`src/rtl/md_unit_p.sv`:
```
// Multiply/divide unit owning HI/LO: fixed-latency multiply/accumulate and an iterative radix-2 restoring divider.
// Optional feature: define MD_FLUSH_EN to add the Flush input, which abandons an in-flight operation.
module md_unit_p #(
  parameter int WIDTH    = 32,
  parameter int MULT_LAT = 5
) (
  input  logic             Clk,
  input  logic             Rst,
  input  logic             Start,
  input  logic [2:0]       Op,
  input  logic [WIDTH-1:0] D1,
  input  logic [WIDTH-1:0] D2,
  input  logic             We,
  input  logic             HiLo,
  output logic             Busy,
  output logic [WIDTH-1:0] Hi,
  output logic [WIDTH-1:0] Lo
`ifdef MD_FLUSH_EN
  ,
  input  logic             Flush
`endif
);

  localparam int MAXC = (MULT_LAT > WIDTH + 1) ? MULT_LAT : WIDTH + 1;
  localparam int CW   = $clog2(MAXC + 1);

  typedef enum logic [1:0] {IDLE, MUL, DIV} state_t;

  state_t           state;
  logic [CW-1:0]    cnt;
  logic [2:0]       op;
  logic [WIDTH-1:0] opa, opb, d1raw, rem;
  logic             negQ, negR;

  logic             flushHit;
`ifdef MD_FLUSH_EN
  assign flushHit = Flush;
`else
  assign flushHit = 1'b0;
`endif

  // Sign-extending both operands to 2*WIDTH makes one truncated multiply serve signed and unsigned ops.
  logic [2*WIDTH-1:0] extA, extB, product, base, mulRes;
  assign extA    = {{WIDTH{op[0] & opa[WIDTH-1]}}, opa};
  assign extB    = {{WIDTH{op[0] & opb[WIDTH-1]}}, opb};
  assign product = extA * extB;
  assign base    = {Hi, Lo};
  assign mulRes  = op[2] ? (op[1] ? base - product : base + product) : product;

  logic [WIDTH-1:0] absD1, absD2;
  assign absD1 = (Op[0] && D1[WIDTH-1]) ? -D1 : D1;
  assign absD2 = (Op[0] && D2[WIDTH-1]) ? -D2 : D2;

  // opa doubles as the dividend shift register; quotient bits enter at its bottom.
  logic [WIDTH:0]   trial;
  logic [WIDTH-1:0] sub, quoFinal, remFinal;
  logic             ge;
  assign trial    = {rem, opa[WIDTH-1]};
  assign ge       = trial >= {1'b0, opb};
  assign sub      = trial[WIDTH-1:0] - opb;
  assign quoFinal = negQ ? -opa : opa;
  assign remFinal = negR ? -rem : rem;

  always_ff @(posedge Clk) begin
    if (Rst) begin
      state <= IDLE;
      cnt   <= '0;
      Busy  <= 1'b0;
      Hi    <= '0;
      Lo    <= '0;
      op    <= '0;
      opa   <= '0;
      opb   <= '0;
      d1raw <= '0;
      rem   <= '0;
      negQ  <= 1'b0;
      negR  <= 1'b0;
    end else begin
      case (state)
        IDLE: begin
          if (Start) begin
            op    <= Op;
            cnt   <= CW'(1);
            Busy  <= 1'b1;
            d1raw <= D1;
            rem   <= '0;
            if (Op[2] | ~Op[1]) begin
              state <= MUL;
              opa   <= D1;
              opb   <= D2;
              negQ  <= 1'b0;
              negR  <= 1'b0;
            end else begin
              state <= DIV;
              opa   <= absD1;
              opb   <= absD2;
              negQ  <= Op[0] & (D1[WIDTH-1] ^ D2[WIDTH-1]);
              negR  <= Op[0] & D1[WIDTH-1];
            end
          end else if (We) begin
            if (HiLo) Hi <= D1;
            else      Lo <= D1;
          end
        end
        MUL: begin
          if (flushHit) begin
            state <= IDLE;
            Busy  <= 1'b0;
            cnt   <= '0;
          end else if (cnt == CW'(MULT_LAT)) begin
            {Hi, Lo} <= mulRes;
            state    <= IDLE;
            Busy     <= 1'b0;
            cnt      <= '0;
          end else begin
            cnt <= cnt + 1'b1;
          end
        end
        DIV: begin
          if (flushHit) begin
            state <= IDLE;
            Busy  <= 1'b0;
            cnt   <= '0;
          end else if (cnt == CW'(WIDTH + 1)) begin
            // A zero divisor runs the full step count too, but its result is forced here.
            if (opb == '0) begin
              Hi <= d1raw;
              Lo <= '1;
            end else begin
              Hi <= remFinal;
              Lo <= quoFinal;
            end
            state <= IDLE;
            Busy  <= 1'b0;
            cnt   <= '0;
          end else begin
            rem <= ge ? sub : trial[WIDTH-1:0];
            opa <= {opa[WIDTH-2:0], ge};
            cnt <= cnt + 1'b1;
          end
        end
        default: begin
          state <= IDLE;
          Busy  <= 1'b0;
        end
      endcase
    end
  end

endmodule
```
`config.mk`:
```
export PLATFORM = sky130hd
export DESIGN_NAME = md_unit_p
export DESIGN_NICKNAME = d
export VERILOG_FILES = /design/src/rtl/md_unit_p.sv
export SDC_FILE = /design/constraint.sdc
export NUM_CORES = 2
export LEC_CHECK = 0
export CORE_MARGIN = 5
export CORE_UTILIZATION = 40
export DETAILED_ROUTE_END_ITERATION = 6
export SYNTH_ARGS = -nofsm -noshare
export SYNTH_HDL_FRONTEND = slang
export SYNTH_SLANG_ARGS = --single-unit
export TNS_END_PERCENT = 50
```
`constraint.sdc`:
```
create_clock -name Clk -period 14 [get_ports Clk]
set_input_delay 2.8 -clock Clk [delete_from_list [all_inputs] [get_ports Clk]]
set_output_delay 2.8 -clock Clk [all_outputs]
set_load 0.02 [all_outputs]
```
; After elaboration in Yosys (flattened, before gate mapping)
; Cells that the tools add are included.
[classes]
muxes = 44
reduce_logical = 12
n_shift = 0
addsub = 8
n_div = 0
n_bitwise = 7
mul = 1
n_lt_le_gt_ge = 1
eq_ne = 12
[op_table]
columns = operator, count
row1 = $mux 32, 23
row2 = $pmux 32 s3, 2
row3 = $mux 64, 2
row4 = $neg 32->32, 4
row5 = $pmux 32 s2, 2
row6 = $add 64x64->64, 1
row7 = $mul 33x33->64, 1
row8 = $sub 64x64->64, 1
row9 = $ge 33x32->1, 1
row10 = $logic_not 32->1, 1
row11 = $sub 32x32->32, 1
row12 = $mux 6, 3
row13 = $pmux 6 s3, 1
row14 = $ne 2x2->1 const B, 8
row15 = $reduce_and 6->1, 2
row16 = $mux 2, 4
row17 = $add 6x1->6 const B, 1
row18 = $eq 6x3->1 const B, 1
row19 = $eq 6x6->1 const B, 1
row20 = $pmux 2 s3, 1
row21 = $reduce_and 3->1, 2
row22 = $mux 1, 5
row23 = $and 1x1->1, 4
row24 = $reduce_and 2->1, 2
row25 = other kinds (10), 11
[word_totals]
mem_count = 0
rom_bits = 0
register_bits = 206
word_cells = 97
in_bits = 72
out_inout_bits = 65
latchBits = 0
ram_bits = 0

; Longest topological paths before layout
[depth]
word_depth = 7
ltp_mapped = 48
depth_no_buf = 44

; Worst setup path after synthesis
; OpenSTA, ideal clock, no wires.
[synth_timing]
kind = register -> register
start = register opa[19]
end = register Hi[29]
slack_ns = 3.071
required_time_ns = 13.899
stages_incl_launch_ff = 42
path_buffers = 4
setup_ns = 0.101
arrival_time_ns = 10.828
synth_period_minus_slack_ns = 10.929
path_cell_list = dfxtp_1 > clkbuf_1 > clkbuf_1 > nand2_1 > fa_1 > inv_1 > fa_1 > fa_1 > inv_1 > fa_1 > inv_1 > fa_1 > fa_1 > fa_1 > inv_1 > fa_1 > inv_1 > ha_1 > [... 6 more ...] > nand4_1 > a2111oi_1 > and2_0 > nor2b_1 > a21oi_1 > xnor2_1 > ha_1 > clkbuf_1 > a211o_1 > a221o_1 > a221oi_1 > o21ai_0 > a211oi_1 > nor2_1 > a211oi_1 > xnor2_1 > a21oi_1 > o41ai_1
[synth_between]
elab_chain_cells = 6
word_cells_on_any_way = 7
classes_between = add/sub: 2 / mul: 1 / mux: 4
[synth_lines]
columns = element, line
row1 = "start, declared", 32  ; logic [WIDTH-1:0] opa, opb, d1raw, rem;
row2 = "start signal, assigned", 95  ; opa <= absD1;
row3 = "start signal, assigned", 138  ; opa <= {opa[WIDTH-2:0], ge};
row4 = $mul 33x33->64 *, 46  ; assign product = extA * extB;
row5 = $add 64x64->64 or $sub 64x64->64 (tied branches), 48  ; assign mulRes = op[2] ? (op[1] ? base - product : base + product) : product;
row6 = $mux 64, 48
row7 = $mux 64 *, 48
row8 = $mux 32 *, 110  ; end else if (cnt == CW'(MULT_LAT)) begin
row9 = $pmux 32 s3 *, 79  ; case (state)
row10 = "end signal, assigned", 111  ; {Hi, Lo} <= mulRes;
row11 = "end signal, assigned", 127  ; Hi <= d1raw;
row12 = "end signal, assigned", 130  ; Hi <= remFinal;
row13 = "end, declared", 16  ; output logic [WIDTH-1:0] Hi,
; Every way passes the cells marked *; elsewhere a longest branch is shown, timed or not. The select of a mux whose other input is x is not followed.
; A chain may end at the register's enable or synchronous reset.

; Worst setup path after layout
[layout_timing]
start = register opb[15]
end = register Hi[31]
[layout_between]
elab_chain_cells = 6
word_cells_on_any_way = 10
classes_between = add/sub: 2 / mul: 1 / mux: 6 / reduce/logical: 1
[layout_lines]
columns = element, line
row1 = "start, declared", 32
row2 = "start signal, assigned", 96  ; opb <= absD2;
row3 = $mul 33x33->64, 46
row4 = $add 64x64->64 or $sub 64x64->64 (tied branches), 48
row5 = $mux 64 (2 in a row), 48
row6 = $mux 32, 110
row7 = $pmux 32 s3 *, 79
; Marks and branches as above.

==> out/metrics.cfg <==
[synthesis]
ys_seq_elements=206
synth.area.mux_share_pct=0.857
yosysWarnings=0
yosys.cell_types.count=99
synth_xor_area_share_pct=4.64
synth_flop_cell=dfxtp_1
synthArstFlopShare_pct=0
synth-seq-area-share_pct=7.15
synth_edf_count=0
synthAdderAreaFrac_pct=46.0
synth_top_family_by_area=adder cells
synth_nets=8540
synthCells=7022
synthSimpleGateAreaFrac_pct=18.2
synth.avg_cell_area_sq_um=8.22
syn-cell-area_sq_um=57700
synth-compound-area-share_pct=12.6

[worst_setup_path]
setup.worst_path.class=flop to flop
reg2reg_slack_ps=620
crit_buf_inv=4
cp_max_fo=22
worst_path_largest_cell_delay_ps=1120
cp_data_arrival_time_ps=13880
regToRegStartpoint=opb[15]
cp.required_ps=14510
slowest_stage=dfxtp_1
cpMostUsedCell=fa_1
critical_path.top_delay_family=adder cells
r2r_end=Hi[31]
worst-r2r-cell-count=38
critPathLaunchType=flop
cp-end-kind=flop

[clocking]
cts_sinks=206
htree_num_levels=1
postCtsHoldBufs=0
insertion_delay_ps=630
cts_buffers=31
cts_setup_buffers=0
clk_pin_slew_ps=60
root_buffer=clkbuf_16
cts_buffer_depth=3
tritoncts=yes
post_cts_resized=0

[worst_hold_path]
min_from=d1raw[11]
hold_path.class=flop to flop
min_to=d1raw[11]
hold_depth=2

[routing]
routed_via_density=5.60
drc=0
ant_nets=0
routed_wl_um=209000
via_count=49382
detail_route.first_pass.iterations=7
avgRoutedWirePerCell_um=23.8
drt_iter0_markers=4241

[sta]
hold_violations=0
slew_viol_final=0
finalCritPeriodShare_pct=95.6
finalSetupTns_ps=0
fin_worst_skew_ps=20.5
rsz0062_at_grt=false
relSlewSlack_pct=16.5
setup_viol=0
max_freq_ghz=0.0748
worst_pin_slew_ps=1250
period_minus_slack_ps=13380

[layout]
post-route-util_pct=43.2
areaGrowthSynthToFinish_pct=7.37
fin_nets=8403
fill_cells=14406
final_layout_size_suffix_gt1_share_pct=3.91

[floorplanning]
core-area_sq_um=143000
die_h_um=390
io_pins=137
initial_core_util_pct=40.2
die_x_um=390
dieArea_sq_um=152000
rows=139

[global_route]
grt_util_all_layers_pct=27.3
grt_overflow=0
antenna_found_initial=17
grt_pass1_vias=50755
grt_first_pass_wirelength_um=317000
grt_max_degree=87

[flow_run]
drv_cap=0

[pwr]
peakVddDrop_mv=0.127
p_leak_nw=27.8
p_per_area_nw_per_um2=153

[placement]
numPortBuffers=136
place_hpwl_um=171000
gp_congestion=0.988

[run_status]
outcome=complete, no violations

-- power by group --
group	switching, W	internal (W)
logic	0.00504	0.00276
registers	0.000149	0.000639
clock network	0.000357	0.000523
total	0.00554	0.00392
-- worst min-delay path: cells and delay by family, from the launching register on --
kind,cells,cell delay (ps)
AOI/OAI and AO/OA,1,50
DFF,1,300
and+or+nand+nor,1,50
-- Yosys cell counts, types with 46 or more instances --
master,count,area share [%]
and3_1,56,0.61
nor3_1,89,0.77
o21ai_0,244,2.1
clkbuf_1,384,2.5
inv_1,1175,7.6
a21o_1,96,1.2
a31oi_1,48,0.52
xnor2_1,170,2.6
nor2_1,341,2.2
fa_1,1127,39
or3_1,46,0.50
buf_1,49,0.32
nand2_1,1135,7.4
xor2_1,132,2.0
dfxtp_1,206,7.1
a21oi_1,347,3.0
nand3_1,48,0.42
and2_1,348,3.8
ha_1,319,6.9
a211oi_1,56,0.73
-- worst max path at each step --
stage	start	to	slack [ps]	depth (start not counted)
floorplan	opa[19]	Hi[29]	3070	41
global placement	opa[13]	Hi[27]	950	40
detailed placement	opa[16]	Hi[29]	910	40
CTS	opa[13]	Hi[29]	800	40
global route	opa[21]	Hi[31]	50	39
finish	opb[15]	Hi[31]	620	38
-- flip-flops by register name, summed over array words and instances, names as in the netlist --
register	cells
d1raw	32
opa	32
Lo	32
negQ	1
opb	32
Busy	1
state	2
Hi	32
op	3
rem	32
negR	1
cnt	6
-- metal layers --
layer | routed length (um) | global-route usage [%]
met5 | 84 | 0
met4 | 8840 | 9.31
met3 | 15600 | 4.25
met2 | 100000 | 46.1
met1 | 84800 | 35.9
-- cells by family (layout without fill, tap and decap cells) --
family          after synthesis  in the layout
fa+ha+maj                  1446           1446
buf+inv                    1615           1501
flops                       206            206
other cells                   0              2
mux                          48             48
xor+xnor                    304            304
simple gates               2269           2269
compound gates             1134           1134
-- through the flow --
step	std cells	hold slack, ps	cell area (sq um)	worst slack [ps]	power (W)
2_1_floorplan	7022	436	57700	3070	0.00608
3_3_place_gp	8755	441	60900	951	0.00847
3_5_place_dp	8755	446	60900	910	0.00850
4_1_cts	8811	455	61900	802	0.00942
5_1_grt	8811	472	61900	50.5	0.0102
6_report	8813	455	62000	623	0.00947
-- cells in the final DEF (no fill, tap or decap), types with 46 or more instances in the layout --
master	n
or3_1	46
and2_1	347
a211oi_1	55
inv_1	1175
fa_1	1126
xnor2_1	170
nand2_1	1133
buf_4	130
clkdlybuf4s50_1	135
ha_1	317
a31oi_1	48
nor3_1	89
o21ai_0	243
xor2_1	132
nor2_1	338
nand3_1	48
a21o_1	96
and3_1	56
dfxtp_1	199
a21oi_1	347
-- cell type report --
| type | count | area (sq um) | share of cell area, % |
|---|---|---|---|
| flip-flops and latches | 206 | 4130 | 6.67 |
| clock buffers | 42 | 867 | 1.40 |
| clock inverters | 14 | 208 | 0.335 |
| inverters | 1177 | 4420 | 7.13 |
| well taps | 1903 | 2380 | 3.84 |
| diodes | 2 | 5.00 | 0.00808 |
| multi-input cells | 5201 | 47600 | 76.8 |
| repair buffers | 268 | 2380 | 3.84 |
(Power assumes the default switching activity.)
